$ cat config.mk
export PLATFORM = sky130hd
export DESIGN_NAME = dual_clock_fifo
export DESIGN_NICKNAME = d
export VERILOG_FILES = /design/src/rtl/dual_clock_fifo_pkg.sv /design/src/rtl/dual_clock_fifo_mem.sv /design/src/rtl/dual_clock_fifo.sv
export SDC_FILE = /design/constraint.sdc
export NUM_CORES = 1
export LEC_CHECK = 0
export BUFFER_PORTS_ARGS = -buffer_cell sky130_fd_sc_hd__buf_2
export CAP_MARGIN = 0
export CORE_MARGIN = 2
export CORE_UTILIZATION = 48
export DETAILED_ROUTE_END_ITERATION = 8
export GPL_ROUTABILITY_DRIVEN = 0
export PLACE_DENSITY = 0.68
export SYNTH_ARGS = -nofsm -noshare
export SYNTH_HDL_FRONTEND = slang
export SYNTH_SLANG_ARGS = --single-unit
$ cat constraint.sdc
create_clock -name wclk -period 2.81 [get_ports wclk]
set_clock_uncertainty 0.15 [all_clocks]
set_input_delay 0.281 -clock wclk [delete_from_list [all_inputs] [get_ports wclk]]
set_output_delay 0.281 -clock wclk [all_outputs]
set_load 0.05 [all_outputs]
$ cat src/rtl/dual_clock_fifo_pkg.sv
// Shared defaults and pointer-width helpers for dual_clock_fifo.
package dual_clock_fifo_pkg;

  localparam int DATA_W_DEF = 8;
  localparam int DEPTH_DEF  = 4;

  function automatic int addr_w(input int depth);
    return $clog2(depth);
  endfunction

  // One extra wrap bit distinguishes full from empty when the address bits match.
  function automatic int ptr_w(input int depth);
    return $clog2(depth) + 1;
  endfunction

endpackage

$ cat src/rtl/dual_clock_fifo_mem.sv
// fifo_mem: DEPTH x DATA_W storage, synchronous write port and asynchronous read-address port.
module fifo_mem
  import dual_clock_fifo_pkg::*;
#(
  parameter int DATA_W = DATA_W_DEF,
  parameter int DEPTH  = DEPTH_DEF,
  parameter int ADDR_W = addr_w(DEPTH)
) (
  input  logic              clk,
  input  logic              write_en,
  input  logic [ADDR_W-1:0] write_addr,
  input  logic [DATA_W-1:0] write_data,
  input  logic [ADDR_W-1:0] read_addr,
  output logic [DATA_W-1:0] read_data
);

  logic [DATA_W-1:0] mem [DEPTH];

  always_ff @(posedge clk) begin
    if (write_en) mem[write_addr] <= write_data;
  end

  assign read_data = mem[read_addr];

endmodule

$ cat src/rtl/dual_clock_fifo.sv
// Single-clock FIFO with wrap-bit pointers and a registered read port.
// Optional sticky overflow/underflow outputs enabled by DUAL_CLOCK_FIFO_ERR_FLAGS_EN.
module dual_clock_fifo
  import dual_clock_fifo_pkg::*;
#(
  parameter int DATA_W = DATA_W_DEF,
  parameter int DEPTH  = DEPTH_DEF
) (
  input  logic              wclk,
  input  logic              wrst_n,
  input  logic              write_en,
  input  logic [DATA_W-1:0] write_data,
  input  logic              read_en,
  output logic [DATA_W-1:0] read_data,
  output logic              full,
  output logic              empty
`ifdef DUAL_CLOCK_FIFO_ERR_FLAGS_EN
  ,
  output logic              overflow,
  output logic              underflow
`endif
);

  localparam int ADDR_W = addr_w(DEPTH);
  localparam int PTR_W  = ptr_w(DEPTH);

  logic [PTR_W-1:0]  wptr;
  logic [PTR_W-1:0]  rptr;
  logic [DATA_W-1:0] mem_rdata;
  logic              wr_ok;
  logic              rd_ok;

  assign empty = (wptr == rptr);
  assign full  = (wptr[ADDR_W-1:0] == rptr[ADDR_W-1:0]) && (wptr[ADDR_W] != rptr[ADDR_W]);
  assign wr_ok = write_en && !full;
  assign rd_ok = read_en && !empty;

  fifo_mem #(
    .DATA_W (DATA_W),
    .DEPTH  (DEPTH),
    .ADDR_W (ADDR_W)
  ) u_mem (
    .clk        (wclk),
    .write_en   (wr_ok),
    .write_addr (wptr[ADDR_W-1:0]),
    .write_data (write_data),
    .read_addr  (rptr[ADDR_W-1:0]),
    .read_data  (mem_rdata)
  );

  always_ff @(posedge wclk or negedge wrst_n) begin
    if (!wrst_n) begin
      wptr      <= '0;
      rptr      <= '0;
      read_data <= '0;
    end else begin
      if (wr_ok) wptr <= wptr + 1'b1;
      if (rd_ok) begin
        rptr      <= rptr + 1'b1;
        read_data <= mem_rdata;
      end
    end
  end

`ifdef DUAL_CLOCK_FIFO_ERR_FLAGS_EN
  always_ff @(posedge wclk or negedge wrst_n) begin
    if (!wrst_n) begin
      overflow  <= 1'b0;
      underflow <= 1'b0;
    end else begin
      if (write_en && full) overflow  <= 1'b1;
      if (read_en && empty) underflow <= 1'b1;
    end
  end
`else
  // Error tracking is compiled out; no extra ports or state.
`endif

endmodule

==> results.md <==
* Worst Setup Start Kind: flip-flop
* Synth top cells by count: edfxtp_1 (32), dfrtp_1 (14), mux2_4 (9), mux4_1 (8), ha_1 (5)
* Crit path DAT at about 1900 ps
* Die height at 67.63 um
* DRT Wirelength at 2900 um
* RR Startpoint: rptr[1]
* Row count at 23
* Die area at between 0.004 and 0.005 mm2
* Total negative slack at 0 ps
* Ys flop type: edfxtp_1
* Clock transition at the registers of the reported paths at ~80 ps
* Final WS setup at ~700 ps
* Crit path kind: flip-flop to flip-flop
* H-tree depth at 2
* Final nets at approximately 140
* Type of the worst min-delay path: input port to flip-flop
* EDFF count, synth at 32
* Number of DRC markers in iteration 0 at 52
* Drt pass-1 iters at 4
* Cell Chain, Critical Path: xnor2_2, a31oi_2, and2_1
* Synth unique cells at 19
* Post-CTS sizing at 0
* Post-CTS Setup Bufs at 0
* Root Buffer: clkbuf_8
* Rel. slew slack at ~60%
* Initial antenna violation count at 0
* Slowest stage delay, CP at roughly 640 ps
* Final-report max-slew violation count at 0
* Wire per inst at 16.57 um
* Worst-Margin Slew at 597.8 ps
* Share of post-route cells with drive strength above 1 at between 30% and 40%
* Reg2reg end: u_mem.mem[2][7]
* Cell family with most CP delay: flip-flops
* Mapped Area at between 0.0015 and 0.002 mm2
* PortBufs at 21
* Initial Util at approximately half
* Hold_buf cts at 1
* Grt ovf at 0
* Final Core Density at approximately 56%
* Post-synth top area cell: edfxtp_1
* Clk Latency, worst-skew pair at between 200 and 300 ps
* Leakage Power at 0.8955 nW
* CTS tree: built
* DR vias/cell at between 5 and 6
* Hold Path Stages at 1
* I/O pins at 22
* Warnings, synthesis at 0
* CTS buffer count at 5
* Setup violators final at 0
* Detailed placement HPWL at a little over 2000 um
* Place WS at ~670 ps
* Final Hold Fails at 0
* Max-cap violations at 0
* Routed Antenna Nets at 0
* Setup crit end kind: flip-flop
* Sink of the worst hold path: u_mem.mem[2][2]
* Clock Tree Buf Depth at 2
* Outcome: finished clean
* RSZ-0062 raised after global routing: false
* Vias in the first global route at 901
* Gate Count Post-Synth at 96
* Seq/Total Area, Yosys at roughly two thirds
* DR DRC count at 0
* Final min period at 2111 ps
* R2R setup slack at between 600 and 700 ps
* Die width at just under 70 um
* Buf/Inv on CP at 0
* Final cell count without fillers at ~180
* First-pass GRT wire length at roughly 4600 um
* Area Overhead vs Synth at 14.04%
* Antenna cells at 0
* Fmax at 473.8 MHz
* Top-count cell post-synth: edfxtp_1
* Sink Count at 46
* DP Cell Count at about 170
* Largest net degree at the start of global routing at 15
* Synthesized Nets at 113
* Core ar. at 0.003943 mm2
* HP Start: write_data[2]
* Area contributors post-synth: edfxtp_1 (49%), dfrtp_1 (18%), mux4_1 (11%), mux2_4 (7.0%), ha_1 (3.2%)
* WP data required at 2600 ps
* FFs w/ async S/R, synth at a little under a third
* Synth top area share at 49.45%
* Reg2Reg Depth at 3
* Crit Path Max Fanout at 11
* Syn Area/Cell at 20.24 um2
* Peak VDD IR at between 0.4 and 0.5 mV
* Final period utilization at about three quarters
* PwrDens at roughly 1200 mW/mm2
* Total Routing Usage GR at 15.12%
* Slowest stage cell, crit path: dfrtp_1
* Seq cells post-synth at 46
* Stages on worst setup path at 3
* Vias post-DR at 890
==> through the flow <==
stage / instance area [um2] / hold slack [ps] / total power, mW
2_1_floorplan: 1943 / -164.6 / 2.047
3_3_place_gp: 2096 / 39.65 / 2.248
3_5_place_dp: 2096 / 45.45 / 2.284
4_1_cts: 2216 / 41.31 / 2.762
5_1_grt: 2216 / 36.87 / 2.879
6_report: 2216 / 48.86 / 2.729
==> sequential cells by signal, indices dropped and copies added, names as in the netlist <==
name,flops
wptr,3
u_mem.mem,32
rptr,3
read_data,8
==> cells in the final DEF (no fill, tap or decap), drive strengths merged <==
cell type | Yosys | routed
buf | 3 | 23
and2 | 3 | 3
mux4 | 8 | 8
a31oi | 3 | 3
dfrtp | 14 | 14
bufinv | 0 | 1
clkinvlp | 0 | 1
a31o | 1 | 1
edfxtp | 32 | 32
ha | 5 | 5
clkbuf | 0 | 6
nand2 | 3 | 3
nor2 | 2 | 2
mux2 | 10 | 10
dlygate4sd3 | 0 | 1
xor2 | 3 | 3
xnor2 | 5 | 5
inv | 4 | 4
==> logic make-up (layout without fill, tap and decap cells) <==
group	Yosys count	in the layout	share of synthesized area (%)
DFF	46	46	67.48
muxes	18	18	18.35
and+or+nand+nor	8	8	1.932
adders and majority gates	5	5	3.220
xor gates and xnor gates	8	8	4.959
AOI/OAI and AO/OA	4	4	1.738
buffers and inverters	7	36	2.318
==> area by class of cell <==
cell class                 instances  area [um2]
fill                             310        1727
sequential                        46        1311
multi-input combinational         43       586.8
timing repair buffer              24       130.1
clock buffer                       6       72.57
tap                               50       62.56
clock inverter                     2       37.54
inverter                           4       15.01
==> routing by layer <==
metal,vias to the layer above,global-route usage (%),routed length [um]
met5,-,0,0
met4,0,6.888,51
met2,19,25.25,1488
li1,426,-,-
met1,439,17.65,1252
met3,6,5.000,107
==> where the power goes <==
group | switching (mW) | internal [mW]
sequential | 0.157 | 0.953
combinational | 0.649 | 0.494
clock | 0.210 | 0.265
total | 1.02 | 1.71
==> worst max path at each step <==
stage,startpoint,slack (ps),endpoint
final,rptr[1],700,u_mem.mem[2][7]
after global routing,rptr[1],550,u_mem.mem[0][7]
after CTS,rptr[1],650,u_mem.mem[0][7]
after detailed placement,rptr[1],670,u_mem.mem[0][1]
after global placement,rptr[1],700,u_mem.mem[2][5]
after floorplan,rptr[1],860,empty
Power figures use the tool's default switching activity.
